`src/rtl/layer_alloc_engine.sv`:
```
// layer_alloc_engine: parses a layer-descriptor packet from packet memory and
// bump-allocates SCR/SGRAD/WGRAD/BGRAD regions for every layer plus a trailing
// MSE stage, emitting one allocation record per region over valid/ready.
// Optional feature macro: LAE_ALIGN4_EN (round each region begin up to 4).
module layer_alloc_engine #(
  parameter int ADDR_W       = 23,
  parameter int DATA_W       = 32,
  parameter int NUM_POOLS    = 2,
  parameter int SCRATCH_POOL = 1,
  parameter int MAX_LAYERS   = 16
) (
  input  logic                          clk,
  input  logic                          rst_l,
  input  logic                          pool_init,
  input  logic [NUM_POOLS*ADDR_W-1:0]   pool_base,
  input  logic [NUM_POOLS*ADDR_W-1:0]   pool_end,
  input  logic                          start,
  input  logic [ADDR_W-1:0]             pkt_base,
  output logic                          rd_req,
  output logic [ADDR_W-1:0]             rd_addr,
  input  logic                          rd_done,
  input  logic [DATA_W-1:0]             rd_data,
  output logic                          rec_valid,
  input  logic                          rec_ready,
  output logic [2:0]                    rec_kind,
  output logic [$clog2(MAX_LAYERS+1)-1:0] rec_layer,
  output logic [1:0]                    rec_op,
  output logic [$clog2(NUM_POOLS):0]    rec_pool,
  output logic [ADDR_W-1:0]             rec_begin,
  output logic [ADDR_W-1:0]             rec_end,
  output logic                          busy,
  output logic                          done,
  output logic                          err,
  output logic [1:0]                    err_code
);
  localparam int LW = $clog2(MAX_LAYERS+1);
  localparam int PW = $clog2(NUM_POOLS) + 1;
  localparam int SW = ADDR_W + 1;
  localparam int XW = ADDR_W + 2;

  typedef enum logic [3:0] {
    S_IDLE, S_RD_CNT, S_RD_OP, S_RD_OUT, S_RD_IN, S_ALLOC, S_EMIT, S_DONE, S_ERR
  } state_t;

  state_t              state_q, state_d;
  logic                rd_req_q, rd_req_d;
  logic [ADDR_W-1:0]   addr_q, addr_d;
  logic [LW-1:0]       cnt_q, cnt_d, layer_q, layer_d;
  logic [1:0]          op_q, op_d;
  logic [15:0]         out_q, out_d, in_q, in_d;
  logic [2:0]          kind_q, kind_d;
  logic [PW-1:0]       pool_q, pool_d;
  logic [ADDR_W-1:0]   beg_q, beg_d, end_q, end_d;
  logic                err_q, err_d;
  logic [1:0]          code_q, code_d;
  logic [ADDR_W-1:0]   avail_q [NUM_POOLS];
  logic [ADDR_W-1:0]   lim_q   [NUM_POOLS];

  logic [31:0]         prod, raw;
  logic [SW-1:0]       size;
  logic [XW-1:0]       beg_s, end_s, beg_0, end_0;
  logic                fit_s, fit_0, use_s, fit_any, last_region;

  // Oversized products clamp to all-ones so they can never pass the fit check.
  function automatic logic [SW-1:0] sat_size(input logic [31:0] v);
    if ((v >> SW) != 32'd0) return '1;
    return v[SW-1:0];
  endfunction

  function automatic logic [XW-1:0] align_up(input logic [ADDR_W-1:0] a);
`ifdef LAE_ALIGN4_EN
    return (XW'(a) + XW'(3)) & ~XW'(3);
`else
    return XW'(a);
`endif
  endfunction

  // Region size for the current kind, then fit checks on scratch pool and pool 0.
  always_comb begin
    prod = 32'(in_q) * 32'(out_q);
    raw  = 32'(out_q) + 32'd3;
    case (kind_q)
      3'd1:    raw = 32'(in_q) + 32'd3;
      3'd2:    raw = prod + 32'd4;
      default: raw = 32'(out_q) + 32'd3;
    endcase
    size    = sat_size(raw);
    beg_s   = align_up(avail_q[SCRATCH_POOL]);
    end_s   = beg_s + XW'(size);
    fit_s   = end_s <= XW'(lim_q[SCRATCH_POOL]);
    beg_0   = align_up(avail_q[0]);
    end_0   = beg_0 + XW'(size);
    fit_0   = end_0 <= XW'(lim_q[0]);
    use_s   = (kind_q < 3'd2) && fit_s;
    fit_any = use_s || fit_0;
    last_region = (op_q == 2'd1) ? (kind_q == 3'd3) : (kind_q == 3'd1);
  end

  // Next-state and datapath-update logic for the parse/allocate FSM.
  always_comb begin
    state_d  = state_q;
    rd_req_d = rd_req_q;
    addr_d   = addr_q;
    cnt_d    = cnt_q;
    layer_d  = layer_q;
    op_d     = op_q;
    out_d    = out_q;
    in_d     = in_q;
    kind_d   = kind_q;
    pool_d   = pool_q;
    beg_d    = beg_q;
    end_d    = end_q;
    err_d    = err_q;
    code_d   = code_q;
    case (state_q)
      S_IDLE: begin
        if (start) begin
          addr_d  = pkt_base;
          err_d   = 1'b0;
          code_d  = 2'd0;
          out_d   = '0;
          in_d    = '0;
          layer_d = '0;
          kind_d  = '0;
          state_d = S_RD_CNT;
        end
      end
      S_RD_CNT, S_RD_OP, S_RD_OUT, S_RD_IN: begin
        if (!rd_req_q) begin
          rd_req_d = 1'b1;
        end else if (rd_done) begin
          rd_req_d = 1'b0;
          addr_d   = addr_q + ADDR_W'(1);
          case (state_q)
            S_RD_CNT: begin
              if (rd_data == '0 || rd_data > DATA_W'(MAX_LAYERS)) begin
                err_d   = 1'b1;
                code_d  = 2'd1;
                state_d = S_ERR;
              end else begin
                cnt_d   = rd_data[LW-1:0];
                state_d = S_RD_OP;
              end
            end
            S_RD_OP: begin
              if (rd_data == DATA_W'(1)) begin
                op_d    = 2'd1;
                state_d = S_RD_OUT;
              end else if (rd_data == DATA_W'(3)) begin
                op_d    = 2'd3;
                in_d    = out_q;
                kind_d  = '0;
                state_d = S_ALLOC;
              end else begin
                err_d   = 1'b1;
                code_d  = 2'd2;
                state_d = S_ERR;
              end
            end
            S_RD_OUT: begin
              out_d   = rd_data[15:0];
              state_d = S_RD_IN;
            end
            default: begin
              in_d    = rd_data[15:0];
              kind_d  = '0;
              state_d = S_ALLOC;
            end
          endcase
        end
      end
      S_ALLOC: begin
        if (fit_any) begin
          pool_d  = use_s ? PW'(SCRATCH_POOL) : '0;
          beg_d   = use_s ? beg_s[ADDR_W-1:0] : beg_0[ADDR_W-1:0];
          end_d   = use_s ? end_s[ADDR_W-1:0] : end_0[ADDR_W-1:0];
          state_d = S_EMIT;
        end else begin
          err_d   = 1'b1;
          code_d  = 2'd3;
          state_d = S_ERR;
        end
      end
      S_EMIT: begin
        if (rec_ready) begin
          if (!last_region) begin
            kind_d  = kind_q + 3'd1;
            state_d = S_ALLOC;
          end else if (op_q == 2'd2) begin
            state_d = S_DONE;
          end else if (layer_q + LW'(1) == cnt_q) begin
            op_d    = 2'd2;
            layer_d = cnt_q;
            in_d    = out_q;
            kind_d  = '0;
            state_d = S_ALLOC;
          end else begin
            layer_d = layer_q + LW'(1);
            state_d = S_RD_OP;
          end
        end
      end
      default: state_d = S_IDLE;
    endcase
  end

  // Control and record registers.
  always_ff @(posedge clk or negedge rst_l) begin
    if (!rst_l) begin
      state_q  <= S_IDLE;
      rd_req_q <= 1'b0;
      addr_q   <= '0;
      cnt_q    <= '0;
      layer_q  <= '0;
      op_q     <= '0;
      out_q    <= '0;
      in_q     <= '0;
      kind_q   <= '0;
      pool_q   <= '0;
      beg_q    <= '0;
      end_q    <= '0;
      err_q    <= 1'b0;
      code_q   <= '0;
    end else begin
      state_q  <= state_d;
      rd_req_q <= rd_req_d;
      addr_q   <= addr_d;
      cnt_q    <= cnt_d;
      layer_q  <= layer_d;
      op_q     <= op_d;
      out_q    <= out_d;
      in_q     <= in_d;
      kind_q   <= kind_d;
      pool_q   <= pool_d;
      beg_q    <= beg_d;
      end_q    <= end_d;
      err_q    <= err_d;
      code_q   <= code_d;
    end
  end

  // Pool pointers: rewound by pool_init in IDLE, bumped on each accepted record.
  always_ff @(posedge clk or negedge rst_l) begin
    if (!rst_l) begin
      for (int i = 0; i < NUM_POOLS; i++) begin
        avail_q[i] <= '0;
        lim_q[i]   <= '0;
      end
    end else if (state_q == S_IDLE && pool_init) begin
      for (int i = 0; i < NUM_POOLS; i++) begin
        avail_q[i] <= pool_base[i*ADDR_W +: ADDR_W];
        lim_q[i]   <= pool_end[i*ADDR_W +: ADDR_W];
      end
    end else if (state_q == S_EMIT && rec_ready) begin
      for (int i = 0; i < NUM_POOLS; i++) begin
        if (pool_q == PW'(i)) avail_q[i] <= end_q;
      end
    end
  end

  assign rd_req    = rd_req_q;
  assign rd_addr   = addr_q;
  assign rec_valid = (state_q == S_EMIT);
  assign rec_kind  = kind_q;
  assign rec_layer = layer_q;
  assign rec_op    = op_q;
  assign rec_pool  = pool_q;
  assign rec_begin = beg_q;
  assign rec_end   = end_q;
  assign busy      = (state_q != S_IDLE);
  assign done      = (state_q == S_DONE) || (state_q == S_ERR);
  assign err       = err_q;
  assign err_code  = code_q;
endmodule
```
`config.mk`:
```
export PLATFORM = sky130hd
export DESIGN_NAME = layer_alloc_engine
export DESIGN_NICKNAME = d
export VERILOG_FILES = /design/src/rtl/layer_alloc_engine.sv
export SDC_FILE = /design/constraint.sdc
export NUM_CORES = 1
export LEC_CHECK = 0
export BUFFER_PORTS_ARGS = -buffer_cell sky130_fd_sc_hd__buf_4
export CAP_MARGIN = 5
export CELL_PAD_IN_SITES_DETAIL_PLACEMENT = 0
export CELL_PAD_IN_SITES_GLOBAL_PLACEMENT = 2
export CORE_ASPECT_RATIO = 2
export CORE_MARGIN = 4
export CORE_UTILIZATION = 30
export CTS_BUF_LIST = sky130_fd_sc_hd__clkbuf_4 sky130_fd_sc_hd__clkbuf_8
export CTS_CLUSTER_SIZE = 20
export DETAILED_ROUTE_END_ITERATION = 10
export HOLD_SLACK_MARGIN = 0.03
export PLACE_DENSITY_LB_ADDON = 0.2
export SLEW_MARGIN = 20
export SYNTH_ARGS = -nofsm -noshare
export SYNTH_HDL_FRONTEND = slang
export SYNTH_SLANG_ARGS = --single-unit
```
`constraint.sdc`:
```
create_clock -name clk -period 15.8 [get_ports clk]
set_input_delay 0.79 -clock clk [delete_from_list [all_inputs] [get_ports clk]]
set_output_delay 0.79 -clock clk [all_outputs]
set_load 0.02 [all_outputs]
```
# Word level (Yosys, flattened, before mapping)
# Index checks and enable logic that the tools add are counted.
classes:
  n_mux: 91
  n_reduce_logical: 33
  eq_ne: 36
  n_bitwise: 1
  magnitude_cmp: 4
  n_mul: 1
  addsub: 8
ops:
  columns: ["op", "count"]
  rows:
  - ["$mux 16", 12]
  - ["$mux 23", 7]
  - ["$mux 46", 2]
  - ["$pmux 16 s2", 2]
  - ["$pmux 32 s2", 1]
  - ["$add 23x24->25", 2]
  - ["$le 25x23->1", 2]
  - ["$mux 24", 2]
  - ["$pmux 16 s3", 1]
  - ["$pmux 23 s2", 1]
  - ["$mux 3", 12]
  - ["$add 16x2->17 const B", 2]
  - ["$add 32x3->32 const B", 1]
  - ["$eq 32x1->1 const B", 1]
  - ["$eq 32x2->1 const B", 1]
  - ["$gt 32x5->1 const B", 1]
  - ["$logic_not 32->1", 1]
  - ["$mul 16x16->32", 1]
  - ["$mux 2", 16]
  - ["$mux 4", 8]
  - ["$reduce_bool 32->1", 1]
  - ["$mux 5", 5]
  - ["$add 23x1->23 const B", 1]
  - ["$ne 3x3->1 const B", 7]
  - ["41 further kinds", 84]
totals:
  elab_cells: 192
  register_bits: 218
  out_inout_bits: 88
  input_bits: 153

# Logic depth before layout (Yosys ltp)
logic_depth:
  depth_word: 12
  depth_mapped: 50
  depth_no_buf: 47

# Least setup slack after synthesis
# OpenSTA, ideal clock, no wires.
synth_path:
  path_kind: "register to register"
  from: "register in_q[9]"
  to: "register end_q[21], in the netlist rec_end[21]"
  required_ps: 15675
  arrival_time_ps: 10870
  slack_ps: 4805
  stages_incl_launch_ff: 45
  cell_sequence: "dfrtp_1 -> clkbuf_1 -> clkbuf_1 -> nand2_1 -> fa_1 -> fa_1 -> fa_1 -> inv_1 -> fa_1 -> fa_1 -> inv_1 -> fa_1 -> inv_1 -> ha_1 -> a21oi_1 -> nand2_1 -> o31ai_2 -> o31ai_4 -> (+9 left out) -> o21a_1 -> and4_1 -> o21ai_0 -> and2_1 -> o21ai_0 -> or3b_2 -> and3_1 -> ha_1 -> a211oi_1 -> nand2_1 -> a21oi_1 -> o21ai_0 -> a2111o_1 -> a2111oi_0 -> mux2i_1 -> a21oi_4 -> buf_6 -> mux2_2"
synth_between:
  elab_chain_len: 11
synth_rtl:
  columns: ["element", "line", "source"]
  rows:
  - ["from (decl)", "50", "logic [15:0] out_q, out_d, in_q, in_d;"]
  - ["from (signal assigned)", "232", "in_q <= in_d;"]
  - ["$mul 16x16->32", "80", "prod = 32'(in_q) * 32'(out_q);"]
  - ["$add 32x3->32", "84", "3'd2: raw = prod + 32'd4;"]
  - ["$pmux 32 s2 *", "82", "case (kind_q)"]
  - ["$reduce_bool 32->1", "66", "if ((v >> SW) != 32'd0) return '1;"]
  - ["$mux 1", "66", null]
  - ["$mux 24 *", "67", "return v[SW-1:0];"]
  - ["$add 23x24->25", "89", "end_s = beg_s + XW'(size);"]
  - ["$le 25x23->1", "90", "fit_s = end_s <= XW'(lim_q[SCRATCH_POOL]);"]
  - ["$logic_and 1x1->1", "94", "use_s = (kind_q < 3'd2) && fit_s;"]
  - ["$logic_or 1x1->1", "95", "fit_any = use_s || fit_0;"]
  - ["$reduce_and 2->1 (no source line)", null, null]
  - ["to (signal assigned)", "236", "end_q <= end_d;"]
  - ["to (decl)", "53", "logic [ADDR_W-1:0] beg_q, beg_d, end_q, end_d;"]
# Mark *: on every way between the ends. The rest lies on a longest branch, timed or not.
# A chain may end at the register's enable or synchronous reset.

# Worst setup path after layout
layout_path:
  from: "register out_q[8]"
  to: "register end_q[6], in the netlist rec_end[6]"
layout_between:
  elab_chain_len: 11
layout_rtl:
  columns: ["element", "line", "source"]
  rows:
  - ["from (decl)", "50", null]
  - ["from (signal assigned)", "231", "out_q <= out_d;"]
  - ["$mul 16x16->32", "80", null]
  - ["$add 32x3->32", "84", null]
  - ["$pmux 32 s2 *", "82", null]
  - ["$reduce_bool 32->1", "66", null]
  - ["$mux 1", "66", null]
  - ["$mux 24 *", "67", null]
  - ["$add 23x24->25", "89", null]
  - ["$le 25x23->1", "90", null]
  - ["$logic_and 1x1->1", "94", null]
  - ["$logic_or 1x1->1", "95", null]
  - ["$reduce_and 2->1 (no source line)", null, null]
# Marks and branches as above.

==> run_summary.xml <==
<?xml version="1.0" encoding="UTF-8"?>
<metrics>
  <group name="floorplanning">
    <metric name="die_height" unit="µm">399.9</metric>
    <metric name="die_width" unit="µm">203.9</metric>
    <metric name="placement_rows" unit="">143</metric>
    <metric name="top_level_i_o_count" unit="">241</metric>
    <metric name="initial_core_util" unit="">0.3029</metric>
    <metric name="design.core.area" unit="mm²">0.07604</metric>
    <metric name="dieArea" unit="mm²">0.08155</metric>
  </group>
  <group name="clock_tree">
    <metric name="clock_sinks" unit="">217</metric>
    <metric name="cts_root_buf" unit="">sky130_fd_sc_hd__clkbuf_8</metric>
    <metric name="clock_latency_reported_for_the_late_side_of_the_worst_skew_pair" unit="ns">0.63</metric>
    <metric name="number_of_buffers_inserted_by_post_cts_setup_repair" unit="">0</metric>
    <metric name="cts-root-to-sink-buffers" unit="">3</metric>
    <metric name="cts.htree.levels" unit="">2</metric>
    <metric name="total_clock_buffers_created_by_cts" unit="">37</metric>
    <metric name="cts.clk_slew.worst_paths" unit="ns">0.07</metric>
    <metric name="tritoncts" unit="">yes</metric>
    <metric name="post_cts.resized_instances" unit="">0</metric>
    <metric name="postCtsHoldBufs" unit="">0</metric>
  </group>
  <group name="detailed_routing">
    <metric name="avgViaCountPerCell" unit="">5.049</metric>
    <metric name="detail-route-antenna-nets" unit="">0</metric>
    <metric name="highest_layer" unit="">met4</metric>
    <metric name="finalWirelength" unit="mm">84.19</metric>
    <metric name="wl_met2" unit="mm">47.20</metric>
    <metric name="drt_iter0_markers" unit="">666</metric>
    <metric name="drt_pass1_iterations" unit="">5</metric>
    <metric name="drc" unit="">0</metric>
    <metric name="routed-via-count" unit="">19320</metric>
    <metric name="routed_wirelength_normalized_by_instance_count" unit="µm">22.00</metric>
    <metric name="wl_met3" unit="mm">3.036</metric>
    <metric name="met1Wirelength" unit="mm">30.87</metric>
  </group>
  <group name="worst_setup_path">
    <metric name="setup.worst_path.start_class" unit="">register</metric>
    <metric name="worstSetupEndpointType" unit="">register</metric>
    <metric name="r2r.worst_path.cells" unit="">42</metric>
    <metric name="worst-setup-path-type" unit="">register to register</metric>
    <metric name="worst_path_max_delay_cell" unit="">sky130_fd_sc_hd__dfrtp_1</metric>
    <metric name="critical-path-top-cell-by-count" unit="">sky130_fd_sc_hd__fa_1</metric>
    <metric name="critical_path.max_stage_delay" unit="ns">1.04</metric>
    <metric name="timing.critical_path.fanout_max" unit="">35</metric>
    <metric name="crit_required" unit="ns">16.26</metric>
    <metric name="worst-endpoint-arrival" unit="ns">14.88</metric>
  </group>
  <group name="sta">
    <metric name="drv_slew" unit="">0</metric>
    <metric name="timing_worst_slew_pin_value" unit="ns">1.096</metric>
    <metric name="final_period_minus_worst_setup_slack" unit="ns">14.42</metric>
    <metric name="finalSetupTns" unit="ns">0</metric>
    <metric name="timing.final.setup_violations" unit="">0</metric>
    <metric name="skew" unit="ns">0.06171</metric>
    <metric name="final_critical_path_share_of_the_clock_period" unit="">0.9126</metric>
    <metric name="hold_viol" unit="">0</metric>
    <metric name="max_freq" unit="GHz">0.06935</metric>
    <metric name="setup_ws" unit="ns">1.381</metric>
    <metric name="unrepaired_setup_endpoints_after_global_routing" unit="">no</metric>
    <metric name="worst_slew_margin_rel" unit="">0.2684</metric>
  </group>
  <group name="yosys">
    <metric name="synthArstFlopShare" unit="">1.000</metric>
    <metric name="synth_edf_count" unit="">0</metric>
    <metric name="syn_avg_cell_area" unit="µm²">8.795</metric>
    <metric name="ys.flop_type" unit="">sky130_fd_sc_hd__dfrtp_1</metric>
    <metric name="mappedNetlistNets" unit="">3171</metric>
    <metric name="postSynthCellCount" unit="">2619</metric>
    <metric name="synth_cell_types" unit="">85</metric>
    <metric name="synth_area" unit="mm²">0.02303</metric>
    <metric name="sequential_share_of_the_synthesized_area" unit="">0.2357</metric>
    <metric name="synthesis.yosys.warnings" unit="">0</metric>
    <metric name="ys_seq_elements" unit="">217</metric>
  </group>
  <group name="layout">
    <metric name="most_common_cell_after_layout_fill_and_taps_aside" unit="">sky130_fd_sc_hd__nand2_1</metric>
    <metric name="design.final.nets" unit="">3338</metric>
    <metric name="layout-area-overhead-vs-synth" unit="%">15.15</metric>
    <metric name="layout_common_cells" unit="">sky130_fd_sc_hd__nand2_1 (348), sky130_fd_sc_hd__inv_1 (312), sky130_fd_sc_hd__buf_4 (258)</metric>
    <metric name="share_of_final_layout_standard_cells_stronger_than_drive_strength_1" unit="">0.1448</metric>
  </group>
  <group name="global_routing">
    <metric name="grt_max_degree" unit="">91</metric>
    <metric name="via_count_of_the_first_global_routing_pass" unit="">20960</metric>
    <metric name="grt_pass1_wl" unit="mm">128.9</metric>
    <metric name="antenna_found_initial" unit="">2</metric>
    <metric name="gr-total-overflow" unit="">0</metric>
    <metric name="global_route.usage.total" unit="">0.2057</metric>
  </group>
  <group name="placed_design">
    <metric name="hpwlAfterDp" unit="mm">67.90</metric>
    <metric name="gp_routability_congestion" unit="">0.9546</metric>
    <metric name="preCtsSetupSlack" unit="ns">1.505</metric>
    <metric name="numPortBuffers" unit="">239</metric>
  </group>
  <group name="status">
    <metric name="run_status" unit="">finished clean</metric>
  </group>
  <group name="worst_hold_path">
    <metric name="worst_hold_path_type" unit="">primary input to async pin</metric>
  </group>
  <group name="job">
    <metric name="max-cap-violations" unit="">0</metric>
  </group>
</metrics>
## worst max-delay path, delay by kind of cell, from the launching register on
family,cells,cell delay (ns)
compound gates,17,4.73
fa+ha+maj,9,4.05
buf+inv,4,0.75
flops,1,1.04
mux,2,0.62
simple gates,10,2.93
## through the flow
step	hold WS (ns)	instances	util	cell area, µm²
6_report	0.2148	3826	0.3488	26520
3_5_place_dp	0.4821	3762	0.3386	25750
5_1_grt	0.2326	3826	0.3488	26520
4_1_cts	0.1856	3825	0.3488	26520
3_3_place_gp	0.4856	3762	0.3386	25750
2_1_floorplan	0.4511	2619	-	23030
## synthesized netlist by cell type (50+ instances only)
library cell / number / share of area
sky130_fd_sc_hd__and2_1: 147 / 0.040
sky130_fd_sc_hd__mux2_2: 54 / 0.026
sky130_fd_sc_hd__dfrtp_1: 217 / 0.24
sky130_fd_sc_hd__ha_1: 202 / 0.11
sky130_fd_sc_hd__nor2_1: 120 / 0.020
sky130_fd_sc_hd__inv_1: 312 / 0.051
sky130_fd_sc_hd__clkbuf_1: 111 / 0.018
sky130_fd_sc_hd__fa_1: 197 / 0.17
sky130_fd_sc_hd__nand2_1: 348 / 0.057
sky130_fd_sc_hd__a21oi_1: 159 / 0.035
sky130_fd_sc_hd__mux2i_1: 50 / 0.022
sky130_fd_sc_hd__o21ai_0: 153 / 0.033
## cell type report
cell class	count	area, µm²
Fill cell	8002	49520
Multi-Input combinational cell	1959	15930
Sequential cell	217	5430
Timing Repair Buffer	259	1952
Tap cell	1015	1270
Inverter	312	1171
Clock buffer	50	638.1
Clock inverter	13	133.9
Antenna cell	1	2.502
## routing by layer
layer / vias up / global-route usage
met2: 452 / 0.4051
met1: 9645 / 0.2222
met4: 0 / 0.07209
met3: 130 / 0.02629
li1: 9092 / -
met5: - / 0
## cells by family (layout without fill, tap and decap cells)
| family | Yosys count | in the layout | share of synthesized area |
|---|---|---|---|
| fa+ha+maj | 399 | 399 | 0.2809 |
| simple gates | 804 | 804 | 0.1665 |
| flops | 217 | 217 | 0.2357 |
| mux | 138 | 138 | 0.06475 |
| other cells | 1 | 2 | 0.0001628 |
| compound gates | 535 | 535 | 0.1457 |
| xor+xnor | 82 | 82 | 0.03118 |
| buf+inv | 443 | 634 | 0.07507 |
## sequential cells by signal (all words and copies together) (netlist names)
register / count
rd_req: 1
err_code: 2
rec_end: 23
out_q: 16
cnt_q: 5
rec_pool: 1
rec_op: 2
rd_addr: 23
state_q: 4
avail_q: 46
rec_layer: 5
in_q: 16
rec_kind: 3
err: 1
rec_begin: 23
lim_q: 46
## path summary, 6_finish.rpt
kind	slack, ns	start	end
max reg2reg	1.38	out_q[8]	rec_end[6]
min	0.21	rst_l	cnt_q[4]
max in group asynchronous	14.07	rst_l	avail_q[31]
min in group clk	0.38	pool_end[23]	lim_q[0]
max	1.38	out_q[8]	rec_end[6]
min reg2reg	0.49	rec_begin[17]	rec_begin[17]
Power is not shown: default switching activity piles up to over one toggle a cycle in this logic, so the estimate is an artifact.
